**config.mk**
```make
export PLATFORM = sky130hd
export DESIGN_NAME = alu_operand_stage
export DESIGN_NICKNAME = d
export VERILOG_FILES = /design/src/rtl/alu_operand_stage.sv
export SDC_FILE = /design/constraint.sdc
export NUM_CORES = 1
export LEC_CHECK = 0
export BUFFER_PORTS_ARGS = -buffer_cell sky130_fd_sc_hd__buf_2
export CAP_MARGIN = 20
export CORE_MARGIN = 1.5
export CORE_UTILIZATION = 50
export CTS_BUF_LIST = sky130_fd_sc_hd__clkbuf_8
export DETAILED_ROUTE_END_ITERATION = 7
export HOLD_SLACK_MARGIN = 0.12
export PLACE_DENSITY = 0.88
export REMOVE_ABC_BUFFERS = 1
export SLEW_MARGIN = 20
export SYNTH_ARGS = -nofsm -noshare
export SYNTH_HDL_FRONTEND = slang
export SYNTH_SLANG_ARGS = --single-unit
```
**constraint.sdc**
```tcl
create_clock -name clk_i -period 6.4 [get_ports clk_i]
set_clock_uncertainty 0.1 [all_clocks]
set_input_delay 0.96 -clock clk_i [delete_from_list [all_inputs] [get_ports clk_i]]
set_output_delay 0.96 -clock clk_i [all_outputs]
set_load 0.05 [all_outputs]
```
**src/rtl/alu_operand_stage.sv**
```systemverilog
// ---------------------------------------------------------------------------
// alu_operand_stage
//   Issue stage in front of the ALU. Selects operand sources (rs1/PC and
//   rs2/imm), resolves read-after-write hazards against the EX and MEM
//   stages, and registers {op, operand_a, operand_b, rd} behind a two-entry
//   valid/ready skid buffer so the ALU always sees stable registered values.
//
//   Optional feature macro: ALU_OPSTAGE_FWD_EN
//     defined     : EX/MEM bypass; stall only on an EX match with ex_pending_i.
//     not defined : no bypass; stall on any used rs matching a write-enabled
//                   EX or MEM destination (interlock until writeback).
//
// Ports
//   clk_i, rst_i         clock (rising edge), async active-high reset
//   flush_i              drop all held and same-cycle incoming ops
//   in_valid_i/in_ready_o  upstream handshake
//   in_op_i .. in_rd_i   decoded op, register data, immediate, PC, selects
//   ex_* / mem_*         downstream writer info used for bypass / interlock
//   out_valid_o/out_ready_i  ALU-side handshake
//   out_op_o, out_a_o, out_b_o, out_rd_o  registered op towards the ALU
// ---------------------------------------------------------------------------
module alu_operand_stage #(
  parameter int XLEN       = 32,
  parameter int REG_ADDR_W = 5
) (
  input  logic                  clk_i,
  input  logic                  rst_i,
  input  logic                  flush_i,
  input  logic                  in_valid_i,
  output logic                  in_ready_o,
  input  logic [3:0]            in_op_i,
  input  logic [REG_ADDR_W-1:0] in_rs1_addr_i,
  input  logic [REG_ADDR_W-1:0] in_rs2_addr_i,
  input  logic [XLEN-1:0]       in_rs1_data_i,
  input  logic [XLEN-1:0]       in_rs2_data_i,
  input  logic [XLEN-1:0]       in_imm_i,
  input  logic [XLEN-1:0]       in_pc_i,
  input  logic                  in_use_pc_i,
  input  logic                  in_use_imm_i,
  input  logic [REG_ADDR_W-1:0] in_rd_i,
  input  logic                  ex_wr_en_i,
  input  logic [REG_ADDR_W-1:0] ex_rd_i,
  input  logic [XLEN-1:0]       ex_data_i,
  input  logic                  ex_pending_i,
  input  logic                  mem_wr_en_i,
  input  logic [REG_ADDR_W-1:0] mem_rd_i,
  input  logic [XLEN-1:0]       mem_data_i,
  output logic                  out_valid_o,
  input  logic                  out_ready_i,
  output logic [3:0]            out_op_o,
  output logic [XLEN-1:0]       out_a_o,
  output logic [XLEN-1:0]       out_b_o,
  output logic [REG_ADDR_W-1:0] out_rd_o
);

  localparam logic [3:0] ALU_NONE = 4'd0;

  // hazard detection
  logic            w_use_rs1, w_use_rs2;
  logic            w_ex_hit1, w_ex_hit2, w_mem_hit1, w_mem_hit2;
  logic            w_stall, w_accept, w_main_free;
  logic [XLEN-1:0] w_rs1_val, w_rs2_val, w_a, w_b;

  // main (output) entry and skid entry
  logic                  r_main_valid, r_skid_valid, r_in_ready;
  logic [3:0]            r_main_op, r_skid_op;
  logic [XLEN-1:0]       r_main_a, r_main_b, r_skid_a, r_skid_b;
  logic [REG_ADDR_W-1:0] r_main_rd, r_skid_rd;

  // A source only matters when it is actually selected; x0 never hazards.
  assign w_use_rs1  = ~in_use_pc_i  & (in_rs1_addr_i != {REG_ADDR_W{1'b0}});
  assign w_use_rs2  = ~in_use_imm_i & (in_rs2_addr_i != {REG_ADDR_W{1'b0}});
  assign w_ex_hit1  = ex_wr_en_i  & (ex_rd_i  == in_rs1_addr_i);
  assign w_ex_hit2  = ex_wr_en_i  & (ex_rd_i  == in_rs2_addr_i);
  assign w_mem_hit1 = mem_wr_en_i & (mem_rd_i == in_rs1_addr_i);
  assign w_mem_hit2 = mem_wr_en_i & (mem_rd_i == in_rs2_addr_i);

  // Register value resolution and stall generation
  always_comb begin
    w_rs1_val = {XLEN{1'b0}};
    w_rs2_val = {XLEN{1'b0}};
    w_stall   = 1'b0;
`ifdef ALU_OPSTAGE_FWD_EN
    // EX is younger than MEM, so it wins when both target the same register.
    if (in_rs1_addr_i == {REG_ADDR_W{1'b0}}) begin
      w_rs1_val = {XLEN{1'b0}};
    end else if (w_ex_hit1) begin
      w_rs1_val = ex_data_i;
    end else if (w_mem_hit1) begin
      w_rs1_val = mem_data_i;
    end else begin
      w_rs1_val = in_rs1_data_i;
    end
    if (in_rs2_addr_i == {REG_ADDR_W{1'b0}}) begin
      w_rs2_val = {XLEN{1'b0}};
    end else if (w_ex_hit2) begin
      w_rs2_val = ex_data_i;
    end else if (w_mem_hit2) begin
      w_rs2_val = mem_data_i;
    end else begin
      w_rs2_val = in_rs2_data_i;
    end
    w_stall = in_valid_i & ex_pending_i &
              ((w_use_rs1 & w_ex_hit1) | (w_use_rs2 & w_ex_hit2));
`else
    w_rs1_val = (in_rs1_addr_i == {REG_ADDR_W{1'b0}}) ? {XLEN{1'b0}} : in_rs1_data_i;
    w_rs2_val = (in_rs2_addr_i == {REG_ADDR_W{1'b0}}) ? {XLEN{1'b0}} : in_rs2_data_i;
    w_stall   = in_valid_i &
                ((w_use_rs1 & (w_ex_hit1 | w_mem_hit1)) |
                 (w_use_rs2 & (w_ex_hit2 | w_mem_hit2)));
`endif
  end

`ifndef ALU_OPSTAGE_FWD_EN
  // Bypass data is not consumed without forwarding.
  logic w_unused_fwd;
  assign w_unused_fwd = ^{ex_data_i, mem_data_i, ex_pending_i};
`endif

  assign w_a = in_use_pc_i  ? in_pc_i  : w_rs1_val;
  assign w_b = in_use_imm_i ? in_imm_i : w_rs2_val;

  // r_in_ready tracks "skid not full"; a hazard stall masks it combinationally
  // so the producer sees the stall in the same cycle.
  assign in_ready_o  = r_in_ready & ~w_stall;
  assign w_accept    = in_valid_i & in_ready_o & ~flush_i;
  assign w_main_free = ~r_main_valid | out_ready_i;

  // Two-entry skid buffer: main drives the outputs, skid catches one op
  // accepted while main is blocked.
  always_ff @(posedge clk_i or posedge rst_i) begin
    if (rst_i) begin
      r_main_valid <= 1'b0;
      r_main_op    <= ALU_NONE;
      r_main_a     <= {XLEN{1'b0}};
      r_main_b     <= {XLEN{1'b0}};
      r_main_rd    <= {REG_ADDR_W{1'b0}};
      r_skid_valid <= 1'b0;
      r_skid_op    <= ALU_NONE;
      r_skid_a     <= {XLEN{1'b0}};
      r_skid_b     <= {XLEN{1'b0}};
      r_skid_rd    <= {REG_ADDR_W{1'b0}};
      r_in_ready   <= 1'b1;
    end else if (flush_i) begin
      r_main_valid <= 1'b0;
      r_skid_valid <= 1'b0;
      r_in_ready   <= 1'b1;
    end else if (w_main_free) begin
      if (r_skid_valid) begin
        // skid is full here, so in_ready was low and nothing new is accepted
        r_main_valid <= 1'b1;
        r_main_op    <= r_skid_op;
        r_main_a     <= r_skid_a;
        r_main_b     <= r_skid_b;
        r_main_rd    <= r_skid_rd;
        r_skid_valid <= 1'b0;
        r_in_ready   <= 1'b1;
      end else if (w_accept) begin
        r_main_valid <= 1'b1;
        r_main_op    <= in_op_i;
        r_main_a     <= w_a;
        r_main_b     <= w_b;
        r_main_rd    <= in_rd_i;
      end else begin
        // outputs keep their last values when empty
        r_main_valid <= 1'b0;
      end
    end else if (w_accept) begin
      r_skid_valid <= 1'b1;
      r_skid_op    <= in_op_i;
      r_skid_a     <= w_a;
      r_skid_b     <= w_b;
      r_skid_rd    <= in_rd_i;
      r_in_ready   <= 1'b0;
    end
  end

  assign out_valid_o = r_main_valid;
  assign out_op_o    = r_main_op;
  assign out_a_o     = r_main_a;
  assign out_b_o     = r_main_b;
  assign out_rd_o    = r_main_rd;

endmodule

```
==> flow_summary.toml, run 1 <==
[timing]
drv_slew = 0
finalHoldViolCount = 0
fmax_mhz = 269
worst_slew_pin_slew_ns = 1.06
fin_tns_setup_ns = 0
period_share = 0.582
hold_slack_ns = 0.401
finalSetupViolations = 0
min_period_ns = 3.72
rsz0062_at_grt = "false"
relSlewSlack = 0.293

[clock_tree]
cts_resized = 0
cts.path.max_buffers = 2
htreeDepth = 4
post_cts_buffers = 0
postCtsHoldBufs = 0
ctsRootBufferMaster = "clkbuf_8"
clkSinkCount = 149
insertion_delay_ns = 0.43
cts_tree = "yes"
path_clk_slew_ns = 0.08
numCtsBuffers = 17

[yosys]
synth_common_cells = "148 x dfrtp_1, 82 x a22o_1, 67 x inv_1, 67 x mux2_2"
ys_ff_latch = 149
synth_top_area_frac = 0.493
synth.most_common_cell = "dfrtp_1"
ys_top_cells_by_area = "dfrtp_1 49%, mux2_2 10%, a22o_1 9.6%"
synth_cells = 698
yosysTopAreaCell = "dfrtp_1"
yosysWarnings = 0
avgSynthCellArea_um2 = 10.8
ys.flop_type = "dfrtp_1"
syn_area_mm2 = 0.00751
synth_seq_area_share = 0.497
synth_cell_types = 33
synthArstFlopShare = 1.00
synth_edf_count = 0

[finish]
drive_gt1_frac = 0.387
post-route-cell-area_mm2 = 0.00916
nNetsFinal = 1132
fin_util = 0.628
syn_to_final_growth_pct = 21.9

[setup_path]
startpoint_type = "input pin"
reg2reg_from = "out_valid_o"
crit_path_end_kind = "primary output"
cp_max_fo = 34
worstPathRequired_ns = 5.34
rrSetupSlack_ns = 3.58
critPathKind = "input pin to primary output"
arrival_ns = 2.66
startpoint = "in_use_pc_i"

[drt]
drc = 0
drtAntennaViolNets = 0
drt_wl_total_um = 19100
wl_per_cell_um = 17.4
drtIter0Drc = 468
routed_via_density = 5.93
drt_first_pass_iters = 5
vias = 6513

[hold_path]
min_path_type = "flip-flop to flip-flop"
hold_start = "r_skid_rd[3]"

[power_and_ir_drop]
peakVddDrop_uv = 176
leakagePower_nw = 4.43
power_density_mw_per_mm2 = 365
p_total_mw = 3.34

[grt]
grt_pass1_vias = 6254
grt_pass1_wl_um = 31200
track_usage = 0.245
grt_overflow_total = 0
grt_max_degree = 91
antenna_found_initial = 1

[placed_design]
place_area_mm2 = 0.00878
io_buffer_count = 240
gp_congestion = 0.844
dpl.hpwl_um = 12300

[floorplanning]
start_util = 0.515
die_w_um = 126
core_mm2 = 0.0146
placementRows = 44
die-area_mm2 = 0.0158
die_y_um = 126
ioPinCount = 306

[outcome]
status = "finished, final reports clean"

[run]
maxCapViolations = 0
## layer usage
| layer | GRT usage | wire length, um | vias to the layer above |
|---|---|---|---|
| li1 | - | - | 3016 |
| met1 | 0.333 | 8270 | 3207 |
| met2 | 0.396 | 9340 | 270 |
| met3 | 0.0471 | 1270 | 20 |
| met4 | 0.0809 | 243 | 0 |
| met5 | 0 | 0 | - |
## power breakdown
part | leakage (nW) | internal (mW) | switching [mW]
combinational | 2.45 | 0.415 | 0.832
clock | 0.195 | 0.326 | 0.357
sequential | 1.78 | 1.23 | 0.183
total | 4.43 | 1.97 | 1.37
## registers in the layout, summed over array words and instances (netlist names)
register and count:
out_rd_o 5, r_skid_op 4, r_skid_rd 5, out_b_o 32, r_in_ready 1, r_skid_b 32
out_op_o 4, out_a_o 32, r_skid_a 32, r_skid_valid 1, out_valid_o 1
## through the flow
stage | cells | worst slack [ns]
final | 1099 | 2.68
after detailed placement | 1066 | 2.30
after floorplan | 635 | -0.494
after CTS | 1098 | 2.69
after global routing | 1098 | 2.52
after global placement | 1066 | 2.35
## final cells by class
| class | count | area (um2) |
|---|---|---|
| multi-input cells | 419 | 3310 |
| clock inverters | 13 | 108 |
| inverters | 67 | 256 |
| repair buffers | 247 | 1250 |
| well taps | 184 | 230 |
| diodes | 1 | 2.50 |
| flip-flops and latches | 149 | 3730 |
| fillers | 1163 | 5430 |
| clock buffers | 19 | 262 |
## critical path, stage by stage
cell and delay, ns:
buf_2 0.31, a21oi_4 0.82, a22o_1 0.26, a21boi_0 0.08
buf_2 0.21
## path summary, 6_finish.rpt
check                          endpoint  depth (start not counted)
setup / recovery             in_ready_o                          5
hold / removal             r_skid_rd[3]                          1
setup reg to reg            out_b_o[10]                          7
hold reg to reg            r_skid_rd[3]                          1
max in group asynchronous   out_b_o[19]                          3
min in group asynchronous   out_rd_o[2]                          2
## logic make-up (layout without fill, tap and decap cells)
| family | Yosys count | count (layout) | synth area share |
|---|---|---|---|
| AO/OA/AOI/OAI | 230 | 230 | 0.233 |
| AND/OR/NAND/NOR | 96 | 96 | 0.0687 |
| other | 0 | 1 | 0 |
| multiplexers | 73 | 73 | 0.109 |
| flip-flops | 149 | 149 | 0.497 |
| XOR/XNOR | 20 | 20 | 0.0233 |
| buffers and inverters | 130 | 346 | 0.0685 |
## cell usage in the layout (no fill, tap or decap), types with 6 or more instances in the layout
master / n
o21ai_0: 18
buf_2: 240
clkbuf_8: 19
inv_1: 68
a22oi_1: 47
mux2_2: 67
a22o_1: 82
mux2_1: 6
nand2_1: 6
nand3_1: 47
nor4b_1: 7
a31oi_1: 17
dfrtp_1: 148
buf_4: 7
o22ai_1: 9
nor3_1: 17
xnor2_1: 20
o211ai_1: 47
(Power assumes the default switching activity.)
==> inputs of run 2 (changes only) <==
--- a/config.mk
+++ b/config.mk
@@ -8,11 +8,11 @@
 export BUFFER_PORTS_ARGS = -buffer_cell sky130_fd_sc_hd__buf_2
 export CAP_MARGIN = 20
 export CORE_MARGIN = 1.5
-export CORE_UTILIZATION = 50
+export CORE_UTILIZATION = 45
 export CTS_BUF_LIST = sky130_fd_sc_hd__clkbuf_8
 export DETAILED_ROUTE_END_ITERATION = 7
 export HOLD_SLACK_MARGIN = 0.12
-export PLACE_DENSITY = 0.88
+export PLACE_DENSITY = 0.84
 export REMOVE_ABC_BUFFERS = 1
 export SLEW_MARGIN = 20
 export SYNTH_ARGS = -nofsm -noshare
==> constraint.sdc (replaced) <==
create_clock -name clk_i -period 3.15 [get_ports clk_i]
set_clock_uncertainty 0.1 [all_clocks]
set_input_delay 0.4725 -clock clk_i [delete_from_list [all_inputs] [get_ports clk_i]]
set_output_delay 0.4725 -clock clk_i [all_outputs]
set_load 0.05 [all_outputs]
==> run 2 against run 1 <==
  * Utilization is 6.0 points lower
  * Non-clock buffer count rose by 12
  * Clock-buffer cell count shrank 1
  * Design area rose by 2.1%
  * Die area increased by 11%
  * Sequential power up 100%
  * Hold slack got worse by 0.23 ns
  * Critical path type unchanged
  * Highest routed layer is now met5
==> flow_summary.toml, run 2 (synthesized netlist as in run 1, its figures left out) <==
[timing]
drv_slew = 0
min_period_ns = 2.63
finalSetupViolations = 0
rsz0062_at_grt = "false"
period_share = 0.836
relSlewSlack = 0.335
finalHoldViolCount = 0
worst_slew_pin_slew_ns = 0.998
fmax_mhz = 380
hold_slack_ns = 0.171
fin_tns_setup_ns = 0

[power_and_ir_drop]
p_clk_frac = 0.196
internal_power_mw = 3.98
p_switching_mw = 2.77
leakagePower_nw = 4.50
power_density_mw_per_mm2 = 722
peakVddDrop_uv = 458
p_sw_frac = 0.411
combPwrFrac = 0.380
seqPwrFrac = 0.424

[setup_path]
reg2reg_from = "out_valid_o"
critPathKind = "input pin to primary output"
r2r_cells = 6
rrSetupSlack_ns = 0.65
crit_path_end_kind = "primary output"
cp_top_family = "buffers and inverters"
critical-path-max-stage-delay_ns = 0.37
arrival_ns = 2.06
worstPathRequired_ns = 2.58
worst-path-buf-inv = 3
startpoint_type = "input pin"
crit_chain = "buf_2 -> nor3_1 -> a21oi_4 -> buf_4 -> a22o_1 -> a21boi_0 -> buf_2"
crit_path_top_delay_cell = "nor3_1"
rr_endpoint = "out_a_o[29]"
cp_max_fo = 33
cp_common_cell = "buf_2"

[grt]
antenna_found_initial = 3
grt_pass1_wl_um = 33000
grt_max_degree = 66
grt_pass1_vias = 6629
grt_overflow_total = 0
track_usage = 0.236

[drt]
routed_via_density = 5.72
drtAntennaViolNets = 0
drt_first_pass_iters = 4
drc = 0
drtIter0Drc = 393
wl_per_cell_um = 17.8
vias = 6551
drt_wl_total_um = 20400

[clock_tree]
cts.path.max_buffers = 2
cts_resized = 0
path_clk_slew_ns = 0.08
numCtsBuffers = 17
ctsRootBufferMaster = "clkbuf_8"
post_cts_buffers = 0
cts_tree = "yes"
htreeDepth = 4
insertion_delay_ns = 0.43
clkSinkCount = 149

[hold_path]
hold_start = "in_rd_i[3]"
hold_depth = 2
holdPathEnd = "r_skid_rd[3]"
min_path_type = "input pin to flip-flop"

[placed_design]
gp_congestion = 0.857
io_buffer_count = 240
dpl.hpwl_um = 13300

[floorplanning]
die-area_mm2 = 0.0175
die_w_um = 132
placementRows = 47
die_y_um = 132
ioPinCount = 306
core_mm2 = 0.0165
start_util = 0.456

[finish]
most-common-layout-cells = "240 x buf_2, 148 x dfrtp_1, 82 x a22o_1"
syn_to_final_growth_pct = 24.5
layout_commonest_cell = "buf_2"
nNetsFinal = 1144
drive_gt1_frac = 0.393

[outcome]
status = "finished, final reports clean"

[run]
maxCapViolations = 0
## run 2: changes by cell type in the layout (fill, tap and decap cells not counted), moves of 2 or more
cell        change
clkinvlp_4      +2
inv_6           -2
buf_12          +6
buf_4           +5
clkinv_4        -2
## run 2: worst register-to-register path: cells and delay by family (launching register included)
| family | cells | cell delay, ns |
|---|---|---|
| buffers and inverters | 1 | 0.44 |
| AO/OA/AOI/OAI | 2 | 0.26 |
| AND/OR/NAND/NOR | 3 | 1.23 |
| flip-flops | 1 | 0.39 |
## run 2: area by class of cell
cell class	count	area (um2)
Fill cell	1427	7120
Sequential cell	149	3730
Multi-Input combinational cell	419	3320
Timing Repair Buffer	259	1420
Tap cell	220	275
Inverter	67	256
Clock buffer	18	248
Clock inverter	12	92.6
Antenna cell	2	5.00
## run 2: per-stage QoR
step	power [mW]	setup slack (ns)	cell area, um2	instances	utilization
after floorplan	4.71	-3.26	7240	635	-
after detailed placement	5.46	0.461	8990	1113	0.546
after global placement	5.35	0.464	8990	1113	0.546
final	6.75	0.515	9350	1146	0.568
after global routing	7.11	0.466	9350	1146	0.568
after CTS	6.79	0.531	9340	1144	0.567
## run 2: how the worst max path moves through the flow
stage / start / end / cells past startpoint / slack [ns]
floorplan: in_rs2_addr_i[1] / r_skid_b[0] / 5 / -3.26
global placement: in_rs1_addr_i[1] / r_skid_rd[0] / 7 / 0.46
detailed placement: out_ready_i / out_a_o[29] / 7 / 0.46
CTS: in_rs1_addr_i[1] / in_ready_o / 7 / 0.53
global route: in_rs1_addr_i[1] / in_ready_o / 7 / 0.47
finish: in_rs1_addr_i[1] / in_ready_o / 7 / 0.52
## run 2: routing by layer
layer | vias to the layer above | global-route usage | routed length [um]
met5 | - | 0 | 7
met4 | 2 | 0.106 | 497
met3 | 34 | 0.0469 | 1160
met2 | 221 | 0.405 | 10100
met1 | 3250 | 0.289 | 8590
li1 | 3044 | - | -
## run 2: power by group through the flow
stage	sequential (mW)	combinational (mW)	clock (mW)
2_1_floorplan	3.78	0.928	0
5_1_grt	2.94	2.73	1.44
3_3_place_gp	2.85	2.50	0
4_1_cts	2.86	2.58	1.36
6_report	2.86	2.56	1.32
3_5_place_dp	2.89	2.58	0
## run 2: repair_timing
action                                  4_1_cts  5_1_grt
hold buffers                                  1        0
hold endpoints to repair                     46        0
endpoints found under the setup margin        0        0
